$ cat src/rtl/varredura_display.sv
// -----------------------------------------------------------------------------
// varredura_display
//
// Scan controller for a 4-digit multiplexed 7-segment display. It produces the
// 2-bit digit select (chave1:chave0) for the downstream 16-to-4 digit mux and
// the matching anode enables. Each digit owns a slot of DIVISOR clocks. The
// first BLANK clocks of a slot keep every anode dark to suppress ghosting.
//
// Ports:
//   clock           in   system clock, rising edge
//   reset           in   asynchronous active-high reset
//   habilita        in   global scan enable (0 = freeze scan, anodes dark)
//   mascara[3:0]    in   per-digit enable, bit i gates digit i
//   chave0          out  digit select LSB (registered digit)
//   chave1          out  digit select MSB (registered digit)
//   outAnodo[3:0]   out  anode enables, polarity set by ANODO_ATIVO_BAIXO
//   outFimVarredura out  one-cycle pulse after digit 3 wraps back to digit 0
//
// Every output comes straight from a flop. The anode register is loaded from
// the next-state values of the counter and digit, so it always agrees with
// the state registers in the same cycle.
// -----------------------------------------------------------------------------
module varredura_display #(
   parameter int DIVISOR           = 50000,
   parameter int BLANK             = 1000,
   parameter int ANODO_ATIVO_BAIXO = 1
) (
   input  logic       clock,
   input  logic       reset,
   input  logic       habilita,
   input  logic [3:0] mascara,
   output logic       chave0,
   output logic       chave1,
   output logic [3:0] outAnodo,
   output logic       outFimVarredura
);

   localparam int CW = (DIVISOR > 2) ? $clog2(DIVISOR) : 1;
   localparam logic [CW-1:0] CNT_MAX = CW'(DIVISOR - 1);
   localparam logic [3:0]    INATIVO = (ANODO_ATIVO_BAIXO != 0) ? 4'b1111 : 4'b0000;

   typedef enum logic {APAGA = 1'b0, EXIBE = 1'b1} fase_t;

   logic [CW-1:0] cnt_q, cnt_d;
   logic [1:0]    digito_q, digito_d;
   fase_t         fase_q, fase_d;
   logic [3:0]    anodo_q, anodo_d;
   logic          fim_q, fim_d;
   logic          em_branco;   // next counter value falls inside the blanking window
   logic [3:0]    um_quente;

   // With BLANK = 0 the comparison would be against zero and always false;
   // keep it out of the netlist entirely in that case.
   generate
      if (BLANK == 0) begin : g_sem_branco
         assign em_branco = 1'b0;
      end else begin : g_com_branco
         localparam logic [CW-1:0] BLANK_C = CW'(BLANK);
         assign em_branco = (cnt_d < BLANK_C);
      end
   endgenerate

   always_comb begin
      cnt_d    = cnt_q;
      digito_d = digito_q;
      fim_d    = 1'b0;
      if (habilita) begin
         if (cnt_q == CNT_MAX) begin
            cnt_d    = '0;
            digito_d = digito_q + 2'd1;
            fim_d    = (digito_q == 2'd3);
         end else begin
            cnt_d = cnt_q + 1'b1;
         end
      end
   end

   always_comb begin
      fase_d    = em_branco ? APAGA : EXIBE;
      um_quente = 4'b0001 << digito_d;
      anodo_d   = INATIVO;
      // When disabled the phase register still follows the (held) counter,
      // but the anodes are forced dark.
      if (habilita && (fase_d == EXIBE) && mascara[digito_d]) begin
         anodo_d = INATIVO ^ um_quente;
      end
   end

   always_ff @(posedge clock or posedge reset) begin
      if (reset) begin
         cnt_q    <= '0;
         digito_q <= 2'd0;
         fase_q   <= APAGA;
         anodo_q  <= INATIVO;
         fim_q    <= 1'b0;
      end else begin
         cnt_q    <= cnt_d;
         digito_q <= digito_d;
         fase_q   <= fase_d;
         anodo_q  <= anodo_d;
         fim_q    <= fim_d;
      end
   end

   assign chave0          = digito_q[0];
   assign chave1          = digito_q[1];
   assign outAnodo        = anodo_q;
   assign outFimVarredura = fim_q;

   // The phase register mirrors the anode gating; it is kept as explicit
   // state for visibility when debugging the scan.
   logic fase_nao_usada;
   assign fase_nao_usada = (fase_q == EXIBE);

endmodule
$ cat config.mk
export PLATFORM = sky130hd
export DESIGN_NAME = varredura_display
export DESIGN_NICKNAME = d
export VERILOG_FILES = /design/src/rtl/varredura_display.sv
export SDC_FILE = /design/constraint.sdc
export NUM_CORES = 1
export LEC_CHECK = 0
export ABC_AREA = 0
export CAP_MARGIN = 20
export CORE_ASPECT_RATIO = 1.1
export CORE_MARGIN = 8
export CORE_UTILIZATION = 56
export DETAILED_ROUTE_END_ITERATION = 16
export HOLD_SLACK_MARGIN = 0.02
export PLACE_DENSITY = 0.9
export SYNTH_ARGS = -nofsm -noshare
export SYNTH_HDL_FRONTEND = slang
export SYNTH_SLANG_ARGS = --single-unit
$ cat constraint.sdc
create_clock -name clock -period 2.6 [get_ports clock]
set_input_delay 0.39 -clock clock [delete_from_list [all_inputs] [get_ports clock]]
set_output_delay 0.39 -clock clock [all_outputs]
set_load 0.05 [all_outputs]
# Word-level counts from Yosys, hierarchy flattened
# Index checks and enable logic that the tools add are counted.
op_classes:
  add_sub_neg: 2
  order_cmp: 2
  n_eq_ne: 2
  n_shift: 1
  n_mux: 10
  n_bitwise: 1
  reduce_logical: 2
op_table:
  columns: ["op", "n"]
  rows:
  - ["two-way mux 16 bit", 2]
  - ["adder 16 x 1 -> 16 bit, second input constant", 1]
  - ["== test 16 bit, second input constant", 1]
  - ["less-than comparator 16 x 10 -> 1 bit, second input constant", 1]
  - ["two-way mux 1 bit", 4]
  - ["two-way mux 2 bit", 2]
  - ["two-way mux 4 bit", 1]
  - ["inverter 4 bit", 1]
  - ["<< shifter 1 x 2 -> 4 bit, first input constant", 1]
  - ["less-than comparator 2 x 3 -> 1 bit, second input constant", 1]
  - ["adder 2 x 1 -> 2 bit, second input constant", 1]
  - ["binary-select mux 1 bit (select 2 bit)", 1]
  - ["== test 2 bit, second input constant", 1]
  - ["logical AND 1 bit", 2]
word_totals:
  register_bits: 23
  output_inout_bits: 7

# Longest topological paths before layout
# Gate-level depths: netlist of run 1.
depth:
  ltp_word: 8
  ltp_mapped: 8
  mapped_depth_nobuf: 7

# Least setup slack after synthesis of run 1
# Ideal clock, no wire load.
synth_timing:
  path_type: "register -> register"
  from: "register cnt_q[10]"
  to: "register anodo_q[3], in the netlist outAnodo[3]"
  setup_ps: 85
  arrival_time_ps: 1927
  t_required_ps: 2515
  slack_ps: 587
  stages_incl_launch_ff: 7
  path_buffers: 0
  cell_sequence: "dfrtp_1 > or3_4 > nor4_4 > nand3_4 > or3_1 > a21oi_1 > o21ai_1"
synth_between:
  elab_chain_cells: 8
  word_cells_on_any_way: 15
  classes_between: "add/sub (1); order compare (1); eq/ne (1); shift (1); mux (8); bitwise (1); reduce/logical (2)"
synth_rtl:
  columns: ["element", "line_no", "source"]
  rows:
  - ["from (decl)", "44", "logic [CW-1:0] cnt_q, cnt_d;"]
  - ["from (signal assigned)", "97", "cnt_q <= cnt_d;"]
  - ["adder 16 x 1 -> 16 bit or == test 16 bit (tied branches)", "73, 68", null]
  - ["two-way mux 16 bit", "68", "if (cnt_q == CNT_MAX) begin"]
  - ["two-way mux 16 bit", "67", "if (habilita) begin"]
  - ["less-than comparator 16 x 10 -> 1 bit", "59", "assign em_branco = (cnt_d < BLANK_C);"]
  - ["two-way mux 1 bit", "79", "fase_d = em_branco ? APAGA : EXIBE;"]
  - ["logical AND 1 bit (2 in series)", "84", "if (habilita && (fase_d == EXIBE) && mascara[digito_d]) begin"]
  - ["two-way mux 4 bit *", "84", null]
  - ["net anodo_d[3]", "47", "logic [3:0] anodo_q, anodo_d;"]
  - ["to (signal assigned)", "100", "anodo_q <= anodo_d;"]
  - ["to (decl)", "47", null]
# Mark *: on every way through the listed nets, which the timed path passes. The rest lies on a longest branch. The select of a mux whose other input is x is not followed.

# Worst setup path in the final report of run 1
# Same ends and word-level chain as after synthesis.

==> results of run 1 <==
-- logic make-up after synthesis --
logic type | after synthesis | synth area share
flip-flops | 23 | 0.4106
AND/OR/NAND/NOR | 69 | 0.2894
buffers and inverters | 14 | 0.03894
XOR/XNOR | 15 | 0.09292
multiplexers | 4 | 0.04602
adder cells (fa/ha/maj) | 2 | 0.01770
AO/OA/AOI/OAI | 24 | 0.1044
-- flip-flops by register name, summed over array words and instances (netlist names) --
name             count
outFimVarredura      1
cnt_q               16
digito_q             2
outAnodo             4
-- per-layer routing --
| layer | vias to the layer above | track usage | share of wire |
|---|---|---|---|
| li1 | 575 | - | - |
| met2 | 70 | 0.2735 | 0.47 |
| met5 | - | 0 | 0 |
| met4 | 0 | 0.08357 | 0.045 |
| met1 | 576 | 0.1711 | 0.41 |
| met3 | 17 | 0.03716 | 0.073 |
-- power groups by stage --
stage	clock network, µW	registers, µW	logic (µW)
6_report	169	473	155
5_1_grt	185	481	171
4_1_cts	174	468	154
3_5_place_dp	0	475	153
3_3_place_gp	0	472	146
2_1_floorplan	0	441	141
-- metrics by stage --
stage                     setup slack [ns]  instance area (µm²)  hold WS [ns]    util  total power (µW)
after global placement              0.3450                 1588        0.5355  0.6484             618.4
after global routing                0.1752                 1615        0.5974  0.6597             837.3
after CTS                           0.3189                 1615        0.5602  0.6597             795.2
final                               0.2609                 1615        0.5374  0.6597             797.0
after detailed placement            0.2310                 1588        0.5460  0.6484             627.4
after floorplan                     0.5873                 1414        0.3890       -             582.7
-- final cells by class --
type,count,share of cell area
clock inverter,1,0.003098
multi-input combinational,114,0.4818
clock buffer,3,0.01394
sequential,23,0.3594
timing repair buffer,17,0.09915
inverter,8,0.01859
tap,31,0.02401
-- worst max-delay path, stage by stage, from the launching register on --
cell and delay (ns):
dfrtp_1 0.48, or3_4 0.45, nor4_4 0.44, nand3_4 0.19
or3_1 0.38, a21oi_1 0.24, o21ai_1 0.11
-- worst max path at each step --
stage	startpoint	endpoint	slack (ns)	cells past startpoint
finish	cnt_q[10]$_DFF_PP0_	outAnodo[3]$_DFF_PP1_	0.26	6
global route	cnt_q[10]$_DFF_PP0_	outAnodo[3]$_DFF_PP1_	0.18	6
CTS	cnt_q[10]$_DFF_PP0_	outAnodo[3]$_DFF_PP1_	0.32	6
detailed placement	habilita	outAnodo[1]$_DFF_PP1_	0.23	8
global placement	habilita	outAnodo[1]$_DFF_PP1_	0.35	7
floorplan	cnt_q[10]$_DFF_PP0_	outAnodo[3]$_DFF_PP1_	0.59	6
-- cells in the final DEF (no fill, tap or decap), drive strengths merged, types with 3 or more instances in the layout --
cell type	count
dfrtp	19
nand2	15
clkdlybuf4s50	13
nor2	12
o21ai	9
inv	8
xnor2	8
nand3	8
nor3	7
xor2	7
nand4	5
and3	5
dfstp	4
buf	4
a21oi	3
a31oi	3
clkbuf	3
==> reports/metrics.csv, run 1 <==
metric,value,unit
status,"complete, no violations",
netSwitchingPower,268.6,µW
track_usage,0.1545,
htree_levels,1,
rsz0062_at_grt,false,
cts_tree,yes,
switching_share,0.3370,
worst-r2r-cell-count,6,
p_int,528.4,µW
required,2.85,ns
p_comb_frac,0.194,
max-cap-violations,0,
hold_buffers,0,
worstHoldPathType,in -> async,
wirelength,3211,µm
die_height,68.70,µm
finalSetupViolCount,0,
critical_path.startpoint_type,flip-flop,
cts_setup_buffers,0,
endpoint_kind,flip-flop,
max_slew_margin,0.4160,
crit_fanout,9,
grt_overflow,0,
worstSkewPairLatency,0.32,ns
antenna_found_initial,0,
p_seq_frac,0.593,
clk_pin_slew,0.13,ns
cts-resized-gates,0,
synth.net_count,160,
multiInputGateArea,778.2,µm²
ys_types,44,
post-place-cells,193,
synth_top_area_share,0.3363,
cts_buffers,3,
worst_r2r_startpoint,cnt_q[10]$_DFF_PP0_,
drtIter0Drc,56,
cp_data_arrival_time,2.59,ns
synth_cells,151,
yosysSeqAreaShare,0.4106,
grt_max_degree,24,
synthFlopType,dfrtp_1,
ant_nets,0,
yosys-top-cells-area,"dfrtp_1 34%, dfstp_2 7.4%, xnor2_1 5.0%",
drc,0,
path_class,reg -> reg,
die_area,4391,µm²
routedWlPerCell,16.30,µm
ios,14,
tightestPinTransition,0.8750,ns
synth_top_area_cell,dfrtp_1,
synth.most_common_cell,dfrtp_1,
yosys_warnings,0,
postSynth.asyncResetShare,1.000,
port_buffers,13,
cts_buffer_depth,2,
period_needed,2.339,ns
core_area,2449,µm²
synthTopCellsByCount,"19 x dfrtp_1, 15 x nand2_1, 11 x nor2_1",
max_freq,0.4275,GHz
drive_gt1_frac,0.1386,
synth_area,1414,µm²
p_clk_frac,0.212,
core.rowCount,19,
finalHoldViolCount,0,
n_antenna_cell,0,
nets,176,
r2r_slack,0.26,ns
grt_pass1_vias,1232,
firstDrtPassIters,4,
tns,0,ns
cts_root_buffer,clkbuf_4,
finalMaxSlewViolations,0,
hpwl,2416,µm
nFillCells,192,
gp_congestion,0.9818,
seqCellArea,580.6,µm²
final_cells,197,
p_leak,0.0006375,µW
avgSynthCellArea,9.363,µm²
synth-seq-cells,23,
initial_core_util,0.5774,
grt_pass1_wl,5368,µm
clock_sinks,23,
fin_skew,0.003670,ns
die_x,63.91,µm
synth_edf_count,0,
reg2reg_to,outAnodo[3]$_DFF_PP1_,
viasPerCell,6.284,
p_per_area,493.4,nW/µm²
via_count,1238,
final_min_period_over_clock_period,0.8996,
ir_drop,491.7,µV
synthToLayoutAreaGrowth,14.25,%
No activity file was read; power rests on OpenSTA's default activity.
==> run 2, diff against run 1 <==
--- a/config.mk
+++ b/config.mk
@@ -8,7 +8,7 @@
 export ABC_AREA = 0
 export CAP_MARGIN = 20
 export CORE_ASPECT_RATIO = 1.1
-export CORE_MARGIN = 8
+export CORE_MARGIN = 4
 export CORE_UTILIZATION = 56
 export DETAILED_ROUTE_END_ITERATION = 16
 export HOLD_SLACK_MARGIN = 0.02
==> constraint.sdc (replaced) <==
create_clock -name clock -period 2.6 [get_ports clock]
set_input_delay 0.39 -clock clock [delete_from_list [all_inputs] [get_ports clock]]
set_output_delay 0.39 -clock clock [all_outputs]
set_load 0.1 [all_outputs]
==> run 2 against run 1 <==
Utilization increased by 3.4 points; largest cell class unchanged; critical path type unchanged; clock skew up 0.00095 ns; via count decreased by 2.7%; maximum frequency increased by 4.2%.
==> reports/metrics.csv, run 2 (synthesized netlist as in run 1, its figures left out) <==
metric,value,unit,change
cts_tree,yes,,unchanged
period_needed,2.245,ns,was 2.339 ns
htree_levels,1,,unchanged
p_per_area,489.5,nW/µm²,was 493.4 nW/µm²
tns,0,ns,unchanged
drive_gt1_frac,0.1845,,was 0.1386
final_min_period_over_clock_period,0.8633,,was 0.8996
mostFrequentLayoutCells,"19 x dfrtp_1, 15 x nand2_1, 13 x buf_4, 11 x nor2_1",,"was 19 x dfrtp_1, 15 x nand2_1, 13 x clkdlybuf4s50_1, 11 x nor2_1"
finalHoldViolCount,0,,unchanged
grt_pass1_vias,1228,,"was 1,232"
finalSetupViolCount,0,,unchanged
cts_root_buffer,clkbuf_4,,unchanged
die_x,55.91,µm,was 63.91 µm
cp_data_arrival_time,2.47,ns,was 2.59 ns
routedWlPerCell,15.31,µm,was 16.30 µm
max-cap-violations,0,,unchanged
largest_register,cnt_q,,unchanged
endpoint_kind,flip-flop,,unchanged
cts_buffer_depth,2,,unchanged
critPathSlowestCell,or4_1,,was dfrtp_1
via_count,1205,,"was 1,238"
core.rowCount,18,,was 19
grt_overflow,0,,unchanged
cts_setup_buffers,0,,unchanged
clock_sinks,23,,unchanged
grt_max_degree,24,,unchanged
core_area,2320,µm²,was 2449 µm²
p_leak,0.0006500,µW,was 0.0006375 µW
max_freq,0.4455,GHz,was 0.4275 GHz
critical_path.startpoint_type,flip-flop,,unchanged
port_buffers,13,,unchanged
max_slew_margin,0.4258,,was 0.4160
hpwl,2400,µm,was 2416 µm
nFillCells,171,,was 192
wirelength,3032,µm,was 3211 µm
antenna_found_initial,0,,unchanged
initial_core_util,0.6095,,was 0.5774
crit_fanout,7,,was 9
finalMaxSlewViolations,0,,unchanged
synthToLayoutAreaGrowth,13.89,%,was 14.25%
viasPerCell,6.086,,was 6.284
drc,0,,unchanged
status,"complete, no violations",,unchanged
fin_skew,0.004616,ns,was 0.003670 ns
required,2.83,ns,was 2.85 ns
cts_buffers,3,,unchanged
gp_congestion,0.8914,,was 0.9818
track_usage,0.1977,,was 0.1545
critPathMaxStageDelay,0.57,ns,was 0.48 ns
tightestPinTransition,0.8604,ns,was 0.8750 ns
ios,14,,unchanged
grt_pass1_wl,5250,µm,was 5368 µm
hold_buffers,0,,unchanged
die_area,3394,µm²,was 4391 µm²
path_class,reg -> reg,,unchanged
rsz0062_at_grt,false,,unchanged
ir_drop,457.9,µV,was 491.7 µV
clk_pin_slew,0.12,ns,was 0.13 ns
p_total,788.3,µW,was 797.0 µW
worstSkewPairLatency,0.30,ns,was 0.32 ns
nets,178,,was 176
drtIter0Drc,74,,was 56
ant_nets,0,,unchanged
largest_reg_flops,16,,unchanged
die_height,60.70,µm,was 68.70 µm
n_antenna_cell,0,,unchanged
worstHoldPathType,in -> async,,unchanged
final_common_cell,dfrtp_1,,unchanged
final_util,0.6942,,was 0.6597
firstDrtPassIters,4,,unchanged
setup_ws,0.3553,ns,was 0.2609 ns
crit_chain,or3_4 -> or4_1 -> nor2_2 -> a31oi_1 -> nor2_1 -> o21ai_0,,was or3_4 -> nor4_4 -> nand3_4 -> or3_1 -> a21oi_1 -> o21ai_1
cts-resized-gates,0,,unchanged
pre_cts_slack,0.1917,ns,was 0.2310 ns
## run 2: cell count changes in the layout (fill, tap and decap cells not counted), sizes merged
cell,delta
buf,+9
clkinv,-1
clkdlybuf4s50,-7
clkbuf,+1
## run 2: layer usage
layer / up-vias / share of wire / GRT usage
met4: 0 / 0.027 / 0.09831
met2: 41 / 0.51 / 0.3530
li1: 576 / - / -
met5: - / 0 / 0
met1: 578 / 0.42 / 0.2342
met3: 10 / 0.046 / 0.03617
## run 2: where the power goes
part | leakage [µW] | internal [µW] | switching (µW) | total (µW)
sequential | 0.000290 | 399 | 71.4 | 470
combinational | 0.000345 | 74.5 | 83.6 | 158
clock | 0.0000150 | 59.7 | 100 | 160
total | 0.000650 | 533 | 255 | 788
## run 2: final cells by class
cell class	count	area, µm²	area share
clock buffer	4	26.28	0.01632
inverter	8	30.03	0.01865
multi-input combinational	114	778.2	0.4833
sequential	23	580.6	0.3605
tap	30	37.54	0.02331
timing repair buffer	19	157.7	0.09790
## run 2: worst paths after layout
check,slack (ns),from,to,cells after the start
setup / recovery,0.36,cnt_q[10]$_DFF_PP0_,outAnodo[0]$_DFF_PP1_,6
hold / removal,0.56,reset,outFimVarredura$_DFF_PP0_,2
setup reg to reg,0.36,cnt_q[10]$_DFF_PP0_,outAnodo[0]$_DFF_PP1_,6
hold reg to reg,0.57,cnt_q[0]$_DFFE_PP0P_,cnt_q[0]$_DFFE_PP0P_,1
max in group asynchronous,1.51,reset,cnt_q[7]$_DFF_PP0_,2
min in group clock,0.57,cnt_q[0]$_DFFE_PP0P_,cnt_q[0]$_DFFE_PP0P_,1
## run 2: stage by stage
| step | cells | hold WS [ns] | instance area [µm²] |
|---|---|---|---|
| 2_1_floorplan | 151 | 0.3890 | 1414 |
| 3_3_place_gp | 194 | 0.5335 | 1584 |
| 3_5_place_dp | 194 | 0.5618 | 1584 |
| 4_1_cts | 198 | 0.5658 | 1610 |
| 5_1_grt | 198 | 0.6053 | 1610 |
| 6_report | 198 | 0.5573 | 1610 |
## run 2: critical path: cells and delay by family (launching register included)
kind | cells | cell delay, ns
DFF | 1 | 0.47
AOI/OAI and AO/OA | 2 | 0.26
and+or+nand+nor | 4 | 1.44
==> run 3, diff against run 2 <==
==> constraint.sdc (replaced) <==
create_clock -name clock -period 2.15 [get_ports clock]
set_input_delay 0.3225 -clock clock [delete_from_list [all_inputs] [get_ports clock]]
set_output_delay 0.3225 -clock clock [all_outputs]
set_load 0.1 [all_outputs]
==> run 3 against run 2 <==
Utilization grew 4.0 points; register-to-register slack got worse by 0.25 ns; wire length up 8.9%; final cell count increased by 4.5%; via count grew 6.1%; die area unchanged; design area increased by 5.8%; sequential power increased by 18%; largest power group unchanged.
==> reports/metrics.csv, run 3 (synthesized netlist as in run 1, its figures left out) <==
metric,value,unit,change
tightestPinTransition,0.3657,ns,was 0.8604 ns
core.rowCount,18,,unchanged
grt_max_degree,16,,was 24
ant_nets,0,,unchanged
grt_overflow,0,,unchanged
drtIter0Drc,39,,was 74
routedWlPerCell,15.95,µm,was 15.31 µm
worst_r2r_startpoint,cnt_q[5]$_DFF_PP0_,,was cnt_q[10]$_DFF_PP0_
clk_pin_slew,0.13,ns,was 0.12 ns
cts_buffers,3,,unchanged
synthToLayoutAreaGrowth,20.53,%,was 13.89%
hold_buffers,0,,unchanged
endpoint_kind,flip-flop,,unchanged
cts_buffer_depth,2,,unchanged
die_x,55.91,µm,unchanged
p_total,1017,µW,was 788.3 µW
final_common_cell,buf_4,,was dfrtp_1
critPathSlowestCell,dfrtp_1,,was or4_1
gp_congestion,0.8984,,was 0.8914
largest_register,cnt_q,,unchanged
max-cap-violations,0,,unchanged
antenna_found_initial,0,,unchanged
die_area,3394,µm²,unchanged
n_antenna_cell,0,,unchanged
clock_sinks,23,,unchanged
required,2.39,ns,was 2.83 ns
path_class,reg -> reg,,unchanged
cp_data_arrival_time,2.29,ns,was 2.47 ns
core_area,2320,µm²,unchanged
viasPerCell,6.179,,was 6.086
p_per_area,596.6,nW/µm²,was 489.5 nW/µm²
initial_core_util,0.6095,,unchanged
hpwl,2552,µm,was 2400 µm
drc,0,,unchanged
cp_top_family,simple AND/OR/NAND/NOR gates,,unchanged
die_height,60.70,µm,unchanged
drive_gt1_frac,0.2712,,was 0.1845
crit_chain,or2b_1 -> nor4_4 -> buf_4 -> o21ai_0 -> nand3_1 -> o211ai_1 -> o2111ai_1,,was or3_4 -> or4_1 -> nor2_2 -> a31oi_1 -> nor2_1 -> o21ai_0
status,"complete, no violations",,unchanged
p_leak,0.0006952,µW,was 0.0006500 µW
finalHoldViolCount,0,,unchanged
max_slew_margin,0.7559,,was 0.4258
max_freq,0.4886,GHz,was 0.4455 GHz
ios,14,,unchanged
htree_levels,1,,unchanged
cts_root_buffer,clkbuf_4,,unchanged
final_min_period_over_clock_period,0.9519,,was 0.8633
critPathMaxStageDelay,0.46,ns,was 0.57 ns
largest_reg_flops,16,,unchanged
finalMaxSlewViolations,0,,unchanged
fin_skew,0.007005,ns,was 0.004616 ns
wirelength,3301,µm,was 3032 µm
mostFrequentLayoutCells,"22 x buf_4, 16 x dfrtp_1, 15 x nand2_1, 11 x nor2_1",,"was 19 x dfrtp_1, 15 x nand2_1, 13 x buf_4, 11 x nor2_1"
worstSkewPairLatency,0.32,ns,was 0.30 ns
nFillCells,162,,was 171
grt_pass1_wl,5230,µm,was 5250 µm
finalSetupViolCount,0,,unchanged
grt_pass1_vias,1156,,"was 1,228"
cp-startpoint,cnt_q[5]$_DFF_PP0_,,was cnt_q[10]$_DFF_PP0_
firstDrtPassIters,4,,unchanged
cts_tree,yes,,unchanged
period_needed,2.047,ns,was 2.245 ns
multiInputGateArea,799.5,µm²,was 778.2 µm²
track_usage,0.2005,,was 0.1977
critical_path.startpoint_type,flip-flop,,unchanged
nets,187,,was 178
seqCellArea,584.3,µm²,was 580.6 µm²
ir_drop,547.9,µV,was 457.9 µV
worstHoldPathType,in -> async,,unchanged
via_count,1279,,"was 1,205"
port_buffers,13,,unchanged
crit_buf_inv,1,,was 0
crit_fanout,9,,was 7
final_util,0.7346,,was 0.6942
==> run 3: changes by cell type in the layout (fill, tap and decap cells not counted), sizes merged <==
cell / change
buf: +9
clkbuf: -1
clkinv: +1
==> run 3: final cells by class <==
| type | count | share of cell area |
|---|---|---|
| inverters | 8 | 0.01762 |
| clock buffers | 3 | 0.01322 |
| clock inverters | 1 | 0.002937 |
| flip-flops and latches | 23 | 0.3429 |
| multi-input cells | 114 | 0.4692 |
| repair buffers | 28 | 0.1322 |
| well taps | 30 | 0.02203 |
==> run 3: worst paths after layout <==
check / cells after the start / endpoint / slack (ns)
max: 7 / outAnodo[1]$_DFF_PP1_ / 0.10
min: 2 / cnt_q[3]$_DFF_PP0_ / 0.26
max reg2reg: 7 / outAnodo[1]$_DFF_PP1_ / 0.10
min reg2reg: 1 / cnt_q[7]$_DFF_PP0_ / 0.55
max in group asynchronous: 3 / outAnodo[0]$_DFF_PP1_ / 1.30
min in group clock: 1 / cnt_q[7]$_DFF_PP0_ / 0.55
==> run 3: worst reg2reg max path, cell delays in order (launching register included) <==
cell       delay (ns)
dfrtp_1          0.46
or2b_1           0.29
nor4_4           0.41
buf_4            0.23
o21ai_0          0.11
nand3_1          0.12
o211ai_1         0.13
o2111ai_1        0.22
==> run 3: where the power goes <==
group,switching (µW),internal (µW),leakage (µW)
Clock,134,69.7,0.0000177
Combinational,137,123,0.000391
Sequential,70.2,483,0.000286
Total,341,676,0.000695
==> run 3: layer usage <==
metal,routed length (µm),up-vias,part of all wire,track usage
met5,0,-,0,0
met1,1357,617,0.41,0.2412
met2,1666,47,0.50,0.3429
met4,112,0,0.034,0.09492
li1,-,599,-,-
met3,165,16,0.050,0.05319
==> run 3: stage by stage <==
step | worst slack [ns] | TNS (ns) | hold WS (ns) | cells | cell area, µm²
floorplan | 0.1373 | 0 | 0.3213 | 151 | 1416
global placement | 0.05481 | 0 | 0.5402 | 202 | 1647
detailed placement | -0.03079 | -0.05773 | 0.5532 | 202 | 1647
CTS | 0.09837 | 0 | 0.2731 | 206 | 1674
global route | -0.006697 | -0.01061 | 0.2752 | 207 | 1704
finish | 0.1035 | 0 | 0.2575 | 207 | 1704
==> run 3: timing repair <==
action | CTS | global route
buffers inserted | 0 | 1
setup endpoints to repair | 0 | 4
resized for setup | 0 | 7
